[src/rtl/pe_pkg.sv]
// pe_pkg: shared widths, slot count and FSM state type for the PE sequencer slice
package pe_pkg;
   localparam int para_int_bits  = 7;
   localparam int para_frac_bits = 9;
   localparam int DW             = para_int_bits + para_frac_bits;
   localparam int NUM_SLOTS      = 8;
   localparam int LEN_W          = 8;
   localparam int PIPE_LAT       = 2;
   typedef enum logic [1:0] {IDLE, MAC, DRAIN, ROUND} seq_state_t;
   typedef logic [DW-1:0] pe_word_t;
endpackage

[src/rtl/pe_res_slice.sv]
// pe_res_slice: one-entry valid/ready output register holding a rounded result and its slot
module pe_res_slice
   import pe_pkg::*;
(
   input  logic          clk,
   input  logic          rst_n,
   input  logic          load,
   input  logic [DW-1:0] in_data,
   input  logic [3:0]    in_slot,
   input  logic          ready,
   output logic          valid,
   output logic [DW-1:0] data,
   output logic [3:0]    slot,
   output logic          free
);
   assign free = !valid || ready;
   always_ff @(posedge clk or negedge rst_n) begin
      if (!rst_n) begin
         valid <= 1'b0;
         data  <= '0;
         slot  <= '0;
      end else if (load) begin
         valid <= 1'b1;
         data  <= in_data;
         slot  <= in_slot;
      end else if (ready) begin
         valid <= 1'b0;
      end
   end
endmodule

[src/rtl/pe_sequencer.sv]
// pe_sequencer: issues a slot-interleaved operand stream to one PE, then reads back each
// rounded slot result as a valid/ready stream
module pe_sequencer
   import pe_pkg::*;
(
   input  logic             clk,
   input  logic             rst_n,
   input  logic             cfg_start,
   input  logic [LEN_W-1:0] cfg_len,
   input  logic [3:0]       cfg_slots,
   input  logic [2:0]       cfg_conn,
   output logic             cfg_busy,
   output logic             cfg_err,
   output logic             done,
   input  logic             op_valid,
   output logic             op_ready,
   input  logic [DW-1:0]    op_a,
   input  logic [DW-1:0]    op_b,
   output logic [DW-1:0]    pe_data_in_1,
   output logic [DW-1:0]    pe_data_in_2,
   output logic             pe_mac_en,
   output logic             pe_acc_clr,
   output logic [3:0]       pe_add_number,
   output logic             pe_rounder_en,
   output logic [2:0]       pe_connection_state,
   input  logic [DW-1:0]    pe_data_out,
   output logic             res_valid,
   input  logic             res_ready,
   output logic [DW-1:0]    res_data,
   output logic [3:0]       res_slot
);
   localparam int DCW = $clog2(PIPE_LAT + 1);
   localparam logic [3:0] MAX_SLOTS = 4'(NUM_SLOTS);
   seq_state_t       state;
   logic [LEN_W-1:0] len, elem_cnt;
   logic [3:0]       slots, slot_cnt, rd_slot;
   logic [DCW-1:0]   drain_cnt;
   logic             rd_done, free, load, hs, last_slot, last, bad;
   assign hs        = op_valid && op_ready;
   assign last_slot = slot_cnt == slots - 4'd1;
   assign last      = last_slot && (elem_cnt == len - LEN_W'(1));
   assign bad       = (cfg_len == '0) || (cfg_slots == '0) || (cfg_slots > MAX_SLOTS);
   assign load      = (state == ROUND) && !rd_done && free;
   assign cfg_busy  = state != IDLE;
   pe_res_slice u_slice (
      .clk     (clk),
      .rst_n   (rst_n),
      .load    (load),
      .in_data (pe_data_out),
      .in_slot (rd_slot),
      .ready   (res_ready),
      .valid   (res_valid),
      .data    (res_data),
      .slot    (res_slot),
      .free    (free)
   );
   always_ff @(posedge clk or negedge rst_n) begin
      if (!rst_n) begin
         state               <= IDLE;
         len                 <= '0;
         slots               <= '0;
         elem_cnt            <= '0;
         slot_cnt            <= '0;
         rd_slot             <= '0;
         drain_cnt           <= '0;
         rd_done             <= 1'b0;
         cfg_err             <= 1'b0;
         done                <= 1'b0;
         op_ready            <= 1'b0;
         pe_data_in_1        <= '0;
         pe_data_in_2        <= '0;
         pe_mac_en           <= 1'b0;
         pe_acc_clr          <= 1'b0;
         pe_add_number       <= '0;
         pe_rounder_en       <= 1'b0;
         pe_connection_state <= '0;
      end else begin
         cfg_err    <= 1'b0;
         done       <= 1'b0;
         pe_mac_en  <= 1'b0;
         pe_acc_clr <= 1'b0;
         case (state)
            IDLE: if (cfg_start) begin
               if (bad) cfg_err <= 1'b1;
               else begin
                  len                 <= cfg_len;
                  slots               <= cfg_slots;
                  pe_connection_state <= cfg_conn;
                  elem_cnt            <= '0;
                  slot_cnt            <= '0;
                  op_ready            <= 1'b1;
                  state               <= MAC;
               end
            end
            // acc_clr travels with the first element of each slot
            MAC: if (hs) begin
               pe_mac_en     <= 1'b1;
               pe_data_in_1  <= op_a;
               pe_data_in_2  <= op_b;
               pe_add_number <= slot_cnt;
               pe_acc_clr    <= elem_cnt == '0;
               if (last) begin
                  op_ready  <= 1'b0;
                  drain_cnt <= '0;
                  state     <= DRAIN;
               end else if (last_slot) begin
                  slot_cnt <= '0;
                  elem_cnt <= elem_cnt + LEN_W'(1);
               end else slot_cnt <= slot_cnt + 4'd1;
            end
            DRAIN: if (drain_cnt == DCW'(PIPE_LAT)) begin
               rd_slot       <= '0;
               rd_done       <= 1'b0;
               pe_add_number <= '0;
               pe_rounder_en <= 1'b1;
               state         <= ROUND;
            end else drain_cnt <= drain_cnt + DCW'(1);
            // pe_add_number mirrors rd_slot so pe_data_out always matches the slot being loaded
            ROUND: if (load) begin
               if (rd_slot == slots - 4'd1) rd_done <= 1'b1;
               else begin
                  rd_slot       <= rd_slot + 4'd1;
                  pe_add_number <= rd_slot + 4'd1;
               end
            end else if (rd_done && res_valid && res_ready) begin
               done          <= 1'b1;
               pe_rounder_en <= 1'b0;
               pe_add_number <= '0;
               state         <= IDLE;
            end
            default: state <= IDLE;
         endcase
      end
   end
endmodule
[config.mk]
export PLATFORM = sky130hd
export DESIGN_NAME = pe_sequencer
export DESIGN_NICKNAME = d
export VERILOG_FILES = /design/src/rtl/pe_pkg.sv /design/src/rtl/pe_res_slice.sv /design/src/rtl/pe_sequencer.sv
export SDC_FILE = /design/constraint.sdc
export NUM_CORES = 1
export LEC_CHECK = 0
export CORE_MARGIN = 4
export CORE_UTILIZATION = 35
export DETAILED_ROUTE_END_ITERATION = 8
export MAX_ROUTING_LAYER = met4
export PLACE_DENSITY = 0.66
export SETUP_SLACK_MARGIN = 0.1
export SLEW_MARGIN = 5
export SYNTH_ARGS = -nofsm -noshare
export SYNTH_HDL_FRONTEND = slang
export SYNTH_HIERARCHICAL = 1
export SYNTH_SLANG_ARGS = --single-unit
[constraint.sdc]
create_clock -name clk -period 2.85 [get_ports clk]
set_input_delay 0.4275 -clock clk [delete_from_list [all_inputs] [get_ports clk]]
set_output_delay 0.4275 -clock clk [all_outputs]
set_load 0.03 [all_outputs]
==> results.yml, run 1 <==
synthesis:
  synthesis.nets: 474
  synth_most_common_cell: "dfrtp_1"
  yosysWarnings: 6
  synth_edf_count: 0
  async_flop_share_pct: 100.0
  yosysTopAreaCell: "dfrtp_1"
  syn_area_um2: 4727
  synth.top_cell.area_share_pct: 52.41
  synthFlopType: "dfrtp_1"
  seq_area_frac_synth_pct: 52.41
  synthTopCellsByArea: "dfrtp_1, mux2_2, mux2_4, ha_1, o21ai_0"
  ys_seq_elements: 99
  yosys-top-cells-count: "dfrtp_1, mux2_2, nand2_1, inv_1, o21ai_0"
  ys_types: 54
  synthCells: 395
  avgSynthCellArea_um2: 11.97
power:
  pwr-share-clk_pct: 47.9
  cellLeakagePower_uw: 0.003027
  seqPwrFrac_pct: 47.6
  pwr-share-comb_pct: 4.5
  p_int_uw: 2374
  p_sw_share_pct: 19.58
  p_sw_uw: 578.0
  vdd_drop_max_uv: 260.6
  p_per_area_nw_per_um2: 435.7
sta:
  max_freq_mhz: 380.3
  finalCriticalPeriod_ns: 2.630
  slew_viol_final: 0
  setup_viol: 0
  hold_violations: 0
  maxSlewHeadroom_pct: 61.21
  worst_slew_pin_slew_ns: 0.5765
  skew_ns: 0.007485
  rsz0062_at_grt: "false"
  hold_ws_ns: 0.4858
  fin_crit_sh_pct: 92.27
min_path:
  hold_path_class: "reg -> reg"
  hp-start: "pe_add_number[1]$_DFFE_PN0P_"
  min_to: "pe_add_number[1]$_DFFE_PN0P_"
  hold_path_depth: 2
setup_path:
  max_stage_delay_ns: 0.40
  crit_chain: "buf_4 -> nor4_4 -> nand4_1 -> a211o_1 -> a311o_2 -> nor3_4 -> o211ai_1 -> mux2_1"
  critPathLaunchType: "flop"
  r2r-end: "drain_cnt[1]$_DFFE_PN0P_"
  crit_family: "compound AO/OA/AOI/OAI gates"
  r2r_slack_ns: 0.22
  r2r_cells: 8
  slowest_stage: "nor4_4"
  critPathBufInv: 1
  regToRegStartpoint: "len[0]$_DFFE_PN0P_"
  path_class: "reg -> reg"
  cp.arrival_ns: 2.86
  required_ns: 3.08
  crit_path_end_kind: "flop"
  worstPathMaxFanout: 5
final_layout:
  layout-drive-gt1-share_pct: 20.11
  synthToLayoutAreaGrowth_pct: 43.36
  diodes: 0
  final_nets: 621
  fin_area_um2: 6777
  final_core_util_pct: 51.17
  nFillCells: 1215
drt:
  first_pass_iters: 4
  drt_iter0_drc: 227
  wl_um: 11310
  vias: 3566
  drc: 0
  antenna_left: 0
  wl_per_cell_um: 15.65
  via_per_inst: 4.932
placed_design:
  place_area_um2: 6337
  gp_congestion: 0.8528
  port_buffers: 134
  hpwlAfterDp_um: 8164
cts:
  clkLatencyLatePin_ns: 0.34
  clk_pin_slew_ns: 0.07
  cts-root-buf: "clkbuf_16"
  htreeDepth: 3
  cts_inserted_buffers: 9
  cts.path.max_buffers: 2
  cts_tree: "done"
  numClockSinks: 99
global_routing:
  gr-total-overflow: 0
  grt_usage_pct: 15.29
  grt_pass1_vias: 3885
  antenna_found_initial: 0
  grt_max_degree: 82
  grt_pass1_wl_um: 18960
die:
  die_h_um: 124.2
  coreArea_um2: 13240
  start_util_pct: 35.70
  ios: 135
  die_width_um: 124.2
  rows: 42
  dieArea_um2: 15430
job:
  cap_violations: 0
status:
  status: "completed"
[metrics by stage]
| step | total power, µW | setup WS (ns) | cells | TNS (ns) |
|---|---|---|---|---|
| detailed placement | 1566 | -0.06564 | 705 | -0.1680 |
| floorplan | 1437 | 0.2901 | 395 | 0 |
| finish | 2952 | 0.2203 | 723 | 0 |
| global placement | 1564 | 0.04572 | 705 | 0 |
| CTS | 3001 | 0.1166 | 722 | 0 |
| global route | 3059 | 0.07627 | 723 | 0 |
[logic make-up after synthesis]
family	after synthesis	share of synthesized area [%]
buf+inv	36	3.335
simple gates	98	10.98
flops	99	52.41
mux	67	17.39
fa+ha+maj	11	2.912
xor+xnor	18	3.626
compound gates	66	9.344
[area by class of cell]
type	instances	area [µm²]	area share, %
sequential	99	2479	36.58
multi-input combinational	260	2170	32.02
timing repair buffer	147	1464	21.60
clock buffer	10	239.0	3.527
tap	176	220.2	3.250
clock inverter	6	111.4	1.643
inverter	25	93.84	1.385
[worst max-delay path by stage]
stage                                          end  cells after the start  slack, ns                from
after global placement     elem_cnt[5]$_DFFE_PN0P_                      8       0.05        cfg_slots[1]
after CTS                 drain_cnt[1]$_DFFE_PN0P_                      9       0.12  len[1]$_DFFE_PN0P_
after global routing      drain_cnt[1]$_DFFE_PN0P_                      8       0.08  len[0]$_DFFE_PN0P_
final                     drain_cnt[1]$_DFFE_PN0P_                      8       0.22  len[0]$_DFFE_PN0P_
after floorplan           drain_cnt[1]$_DFFE_PN0P_                      9       0.29  len[0]$_DFFE_PN0P_
after detailed placement   elem_cnt[6]$_DFFE_PN0P_                      8      -0.07        cfg_slots[1]
[flip-flops by register name (all words and copies together) (netlist names), 2 cells and up]
register             count
slot_cnt                 4
u_slice/slot             4
pe_add_number            4
elem_cnt                 8
pe_data_in_2            16
u_slice/data            16
len                      8
slots                    4
pe_data_in_1            16
state                    2
drain_cnt                2
pe_connection_state      3
rd_slot                  4
[power by group through the flow]
stage	clock network (µW)	registers (µW)	logic [µW]
floorplan	0	1430	5.30
global placement	0	1430	132
detailed placement	0	1430	135
CTS	1460	1400	137
global route	1510	1400	146
finish	1410	1400	134
[cell usage in the layout, fill, tap and decap left out, types with 3 or more instances in the layout]
cell	count
mux2_4	19
nor2b_1	3
nand3_1	10
o211ai_1	5
o21ai_0	25
mux2_2	43
bufinv_16	3
nand2_1	30
nand2b_1	7
nor2_1	15
xnor2_1	10
mux2i_1	3
dfrtp_1	98
or3_1	3
nor3_1	4
nand4_1	4
a21oi_1	9
xor2_1	6
clkbuf_16	9
buf_4	11
nor4_1	4
inv_1	24
ha_1	10
clkdlybuf4s50_1	133
[worst reg2reg max path, stage by stage, from the launching register on]
cell and delay [ns]:
dfrtp_1 0.38, buf_4 0.16, nor4_4 0.40, nand4_1 0.14
a211o_1 0.28, a311o_2 0.39, nor3_4 0.26, o211ai_1 0.17
mux2_1 0.34
[timing repair]
action                                  in CTS  in global routing
endpoints found under the setup margin       1                 13
pin swaps                                    1                  3
gates resized for setup                      0                 14
buffers inserted                             0                  1
hold endpoints to repair                    18                  0
hold buffers                                 1                  0
[metal layers]
metal  routed length, µm  track usage [%]
met1                5045            18.73
met2                5647            24.78
met3                 360            2.835
met4                 261            6.705
met5                   0                -
No activity file was read; power rests on OpenSTA's default activity.
==> inputs of run 2 (changes only) <==
--- a/config.mk
+++ b/config.mk
@@ -10,7 +10,6 @@
 export DETAILED_ROUTE_END_ITERATION = 8
 export MAX_ROUTING_LAYER = met4
 export PLACE_DENSITY = 0.66
-export SETUP_SLACK_MARGIN = 0.1
 export SLEW_MARGIN = 5
 export SYNTH_ARGS = -nofsm -noshare
 export SYNTH_HDL_FRONTEND = slang
==> run 2 against run 1 <==
  * Maximum frequency decreased by 2.0%
  * Largest cell class unchanged
  * Largest power group unchanged
  * Sequential power barely moved
  * Cell count shrank 0.14%
  * Setup slack lost 0.053 ns
  * Sequential cell count did not move
  * Critical path depth increased by 1
  * Global-route usage did not move
  * Highest routed layer unchanged
  * Critical path type unchanged
  * Design area shrank 0.54%
==> results.yml, run 2 (synthesis gave the netlist of run 1 again) <==
setup_path:
  r2r_slack_ns: 0.17
  r2r_cells: 9
  worstPathMaxFanout: 4
  crit_path_end_kind: "flop"
  regToRegStartpoint: "len[1]$_DFFE_PN0P_"
  critPathLaunchType: "flop"
  r2r-end: "drain_cnt[1]$_DFFE_PN0P_"
  crit_chain: "inv_1 -> ha_1 -> or3b_1 -> nor4_2 -> o2111ai_1 -> a311o_2 -> nor3_4 -> o211ai_1 -> mux2_1"
  slowest_stage: "dfrtp_1"
  critPathBufInv: 1
  max_stage_delay_ns: 0.43
  path_class: "reg -> reg"
  crit_family: "simple AND/OR/NAND/NOR gates"
  cp.arrival_ns: 2.91
  required_ns: 3.08
min_path:
  hp-start: "pe_add_number[1]$_DFFE_PN0P_"
  min_to: "pe_add_number[1]$_DFFE_PN0P_"
  hold_path_class: "reg -> reg"
  hold_path_depth: 2
final_layout:
  synthToLayoutAreaGrowth_pct: 42.59
  diodes: 0
  layout_common_cells: "clkdlybuf4s50_1, dfrtp_1, mux2_2"
  instances_no_fill: 722
  mostFrequentLayoutCell: "clkdlybuf4s50_1"
  nFillCells: 1218
  layout-drive-gt1-share_pct: 19.05
  largestRegisters: "pe_data_in_1 x16, pe_data_in_2 x16, u_slice/data x16"
  final_nets: 620
sta:
  finalCriticalPeriod_ns: 2.683
  fin_crit_sh_pct: 94.14
  skew_ns: 0.005611
  hold_violations: 0
  worst_slew_pin_slew_ns: 0.5760
  max_freq_mhz: 372.7
  maxSlewHeadroom_pct: 61.25
  slew_viol_final: 0
  setup_viol: 0
  setup_ws_ns: 0.1669
placed_design:
  placed_cells: 705
  gp_congestion: 0.8528
  hpwlAfterDp_um: 8164
  port_buffers: 134
  post-place-ws_ns: -0.06564
cts:
  clkLatencyLatePin_ns: 0.34
  htreeDepth: 3
  cts-root-buf: "clkbuf_16"
  cts_tree: "done"
  numClockSinks: 99
  cts_inserted_buffers: 9
  clk_pin_slew_ns: 0.07
  post_cts_buffers: 0
  cts.path.max_buffers: 2
job:
  cap_violations: 0
die:
  ios: 135
  start_util_pct: 35.70
  dieArea_um2: 15430
  die_h_um: 124.2
  rows: 42
  coreArea_um2: 13240
  die_width_um: 124.2
drt:
  vias: 3565
  antenna_left: 0
  wl_per_cell_um: 15.69
  drc: 0
  wl_um: 11330
  via_per_inst: 4.938
  drt_iter0_drc: 214
  first_pass_iters: 4
power:
  cellLeakagePower_uw: 0.003010
  vdd_drop_max_uv: 261.5
  p_per_area_nw_per_um2: 437.9
global_routing:
  antenna_found_initial: 0
  grt_max_degree: 82
  grt_pass1_wl_um: 18960
  grt_pass1_vias: 3885
  gr-total-overflow: 0
  grt_usage_pct: 15.29
status:
  status: "completed"
[run 2: repair_timing]
item	4_1_cts	5_1_grt
gates resized for setup	0	7
hold buffers	1	0
hold endpoints to repair	18	0
endpoints found under the setup margin	0	8
[run 2: report_power, final]
group | internal, µW | switching (µW) | total (µW)
combinational | 86.8 | 46.8 | 134
clock | 883 | 530 | 1410
sequential | 1400 | 0 | 1400
total | 2370 | 577 | 2950
[run 2: worst max-delay path by stage]
| stage | endpoint | cells past startpoint | slack, ns | start |
|---|---|---|---|---|
| after floorplan | drain_cnt[1]$_DFFE_PN0P_ | 9 | 0.29 | len[0]$_DFFE_PN0P_ |
| after global placement | elem_cnt[5]$_DFFE_PN0P_ | 8 | 0.05 | cfg_slots[1] |
| after detailed placement | elem_cnt[6]$_DFFE_PN0P_ | 8 | -0.07 | cfg_slots[1] |
| after CTS | drain_cnt[1]$_DFFE_PN0P_ | 9 | 0.1 | len[1]$_DFFE_PN0P_ |
| after global routing | drain_cnt[1]$_DFFE_PN0P_ | 9 | -0.003 | len[1]$_DFFE_PN0P_ |
| final | drain_cnt[1]$_DFFE_PN0P_ | 9 | 0.17 | len[1]$_DFFE_PN0P_ |
[run 2: tightest hold or removal path: cells and delay by family (launching register included)]
kind            cells  cell delay [ns]
compound gates      1             0.06
flops               1             0.34
simple gates        1             0.05
[run 2: final cells by class]
type / instances / area, µm² / share of cell area (%)
Timing Repair Buffer: 146 / 1456 / 21.61
Clock buffer: 10 / 239.0 / 3.546
Tap cell: 176 / 220.2 / 3.267
Sequential cell: 99 / 2477 / 36.76
Clock inverter: 6 / 111.4 / 1.652
Inverter: 25 / 93.84 / 1.392
Multi-Input combinational cell: 260 / 2142 / 31.78
[run 2: metal layers]
layer | part of all wire (%) | up-vias | GRT usage, % | wire length, µm
met2 | 50 | 81 | 24.78 | 5638
met1 | 45 | 1767 | 18.73 | 5056
li1 | - | 1699 | - | -
met3 | 3.1 | 18 | 2.835 | 353
met4 | 2.5 | 0 | 6.705 | 282
met5 | 0 | - | - | 0
[run 2: metrics by stage]
stage                       TNS, ns  utilization, %  total power, µW  hold WS [ns]  cell area, µm²
final                             0           50.90             2951        0.4858            6740
after global placement            0           47.86             1564        0.3169            6337
after CTS                         0           50.58             3001        0.4909            6698
after global routing      -0.002621           50.90             3059        0.5236            6740
after floorplan                   0               -             1437        0.1319            4727
after detailed placement    -0.1680           47.86             1566        0.3216            6337
==> inputs of run 3 (changes only) <==
--- a/config.mk
+++ b/config.mk
@@ -6,10 +6,10 @@
 export NUM_CORES = 1
 export LEC_CHECK = 0
 export CORE_MARGIN = 4
-export CORE_UTILIZATION = 35
+export CORE_UTILIZATION = 40
 export DETAILED_ROUTE_END_ITERATION = 8
 export MAX_ROUTING_LAYER = met4
-export PLACE_DENSITY = 0.66
+export PLACE_DENSITY = 0.73
 export SLEW_MARGIN = 5
 export SYNTH_ARGS = -nofsm -noshare
 export SYNTH_HDL_FRONTEND = slang
==> constraint.sdc (replaced) <==
create_clock -name clk -period 2.6 [get_ports clk]
set_input_delay 0.39 -clock clk [delete_from_list [all_inputs] [get_ports clk]]
set_output_delay 0.39 -clock clk [all_outputs]
set_load 0.03 [all_outputs]
==> run 3 against run 2 <==
  * Global-route usage increased by 2.7 points
  * Worst hold slack got worse by 0.47 ns
  * Setup slack got worse by 0.16 ns
  * Routed wire length increased by 3.0%
  * Via count increased by 2.4%
  * Sequential share of layout area decreased by 0.46 points
  * Critical path depth increased by 1
  * Utilization increased by 8.4 points
  * Count of clock-buffer cells in the layout increased by 3
  * Design area increased by 1.3%
  * Die area decreased by 12%
  * Critical endpoint unchanged
  * Largest power group is now registers
==> results.yml, run 3 (synthesis gave the netlist of run 1 again) <==
drt:
  first_pass_iters: 4
  vias: 3649
  wl_per_cell_um: 16.51
  via_per_inst: 5.161
  drt_iter0_drc: 166
  drc: 0
  wl_um: 11670
  antenna_left: 0
cts:
  clkLatencyLatePin_ns: 0.33
  cts-root-buf: "clkbuf_16"
  htreeDepth: 3
  clk_pin_slew_ns: 0.07
  cts.path.max_buffers: 2
  cts_inserted_buffers: 9
  cts_hold_buf: 0
  cts_tree: "done"
  numClockSinks: 99
final_layout:
  final_nets: 638
  mostFrequentLayoutCell: "clkdlybuf4s50_1"
  fin_area_um2: 6825
  regArea_um2: 2477
  diodes: 0
  instances_no_fill: 707
  multi_input_area_um2: 2181
  synthToLayoutAreaGrowth_pct: 44.39
  nFillCells: 923
  final_core_util_pct: 59.27
  layout_common_cells: "clkdlybuf4s50_1, dfrtp_1, mux2_2"
  largestRegisters: "pe_data_in_1 x16, pe_data_in_2 x16, u_slice/data x16"
  layout-drive-gt1-share_pct: 23.05
die:
  die_width_um: 116.7
  start_util_pct: 41.05
  die_h_um: 116.7
  rows: 39
  coreArea_um2: 11520
  ios: 135
  dieArea_um2: 13620
placed_design:
  place_area_um2: 6391
  placed_cells: 687
  gp_congestion: 0.8661
  hpwlAfterDp_um: 8737
  port_buffers: 134
power:
  cellLeakagePower_uw: 0.003095
  p_per_area_nw_per_um2: 449.8
  vdd_drop_max_uv: 366.0
  finalPower_uw: 3070
global_routing:
  grt_pass1_wl_um: 18850
  antenna_found_initial: 0
  grt_max_degree: 41
  grt_pass1_vias: 3922
  gr-total-overflow: 0
  grt_usage_pct: 18.00
sta:
  max_freq_mhz: 385.8
  rsz0062_at_grt: "true"
  setup_tns_ns: 0
  fin_crit_sh_pct: 99.69
  maxSlewHeadroom_pct: 59.13
  slew_viol_final: 0
  setup_viol: 0
  finalCriticalPeriod_ns: 2.592
  worst_slew_pin_slew_ns: 0.6075
  hold_violations: 0
  skew_ns: 0.006706
min_path:
  hold_path_class: "in -> async"
status:
  status: "completed"
setup_path:
  required_ns: 2.81
  path_class: "reg -> reg"
  cp.arrival_ns: 2.81
  worstPathMaxFanout: 3
  crit_path_end_kind: "flop"
  critPathLaunchType: "flop"
job:
  cap_violations: 0
[run 3: changes by cell type in the layout (fill, tap and decap cells not counted), sizes merged]
cell,previous run,this run
buf,12,31
bufinv,3,1
clkbuf,10,13
clkinvlp,1,0
dlygate4sd3,1,0
[run 3: area by class of cell]
type	count	share of cell area, %
Clock buffer	13	3.960
Clock inverter	3	0.6416
Inverter	25	1.375
Multi-Input combinational cell	260	31.95
Sequential cell	99	36.30
Tap cell	143	2.621
Timing Repair Buffer	164	23.15
[run 3: path summary, 6_finish.rpt]
path	startpoint	endpoint	slack [ns]	cells after the start
setup reg to reg	len[0]$_DFFE_PN0P_	drain_cnt[1]$_DFFE_PN0P_	0.008	10
setup / recovery	len[0]$_DFFE_PN0P_	drain_cnt[1]$_DFFE_PN0P_	0.008	10
max in group asynchronous	rst_n	pe_data_in_1[8]$_DFFE_PN0P_	1.88	2
min in group clk	pe_add_number[0]$_DFFE_PN0P_	pe_add_number[0]$_DFFE_PN0P_	0.50	2
hold / removal	rst_n	u_slice/data[0]$_DFFE_PN0P_	0.02	1
hold reg to reg	pe_add_number[0]$_DFFE_PN0P_	pe_add_number[0]$_DFFE_PN0P_	0.50	2
[run 3: stage by stage]
| step | hold slack [ns] | setup slack [ns] |
|---|---|---|
| after CTS | 0.02187 | 0.002563 |
| after detailed placement | 0.3885 | -0.1943 |
| after global routing | 0.04305 | -0.09717 |
| after floorplan | 0.09441 | 0.04006 |
| final | 0.01696 | 0.008180 |
| after global placement | 0.3762 | -0.1350 |
[run 3: what timing repair did]
item,4_1_cts,5_1_grt
setup endpoints to repair,10,9
setup buffers,3,1
pin swaps,5,0
resized for setup,13,6
[run 3: metal layers]
metal,routed length [µm],global-route usage (%),vias up
met5,0,-,-
met4,165,6.040,0
met3,517,3.886,11
met2,6116,29.54,86
met1,4874,22.12,1819
li1,-,-,1733
[run 3: critical path, cell delays in order (launching register included)]
cell and delay [ns]:
dfrtp_1 0.40, inv_2 0.09, ha_4 0.13, or3b_4 0.40
nor4_4 0.15, o2111ai_1 0.17, a311o_1 0.32, buf_4 0.15
nor3_4 0.17, o211ai_1 0.16, mux2_1 0.33
[run 3: where the power goes]
group / total, µW / switching, µW / internal (µW)
registers: 1540 / 0 / 1540
logic: 146 / 50.9 / 95.1
clock network: 1380 / 557 / 828
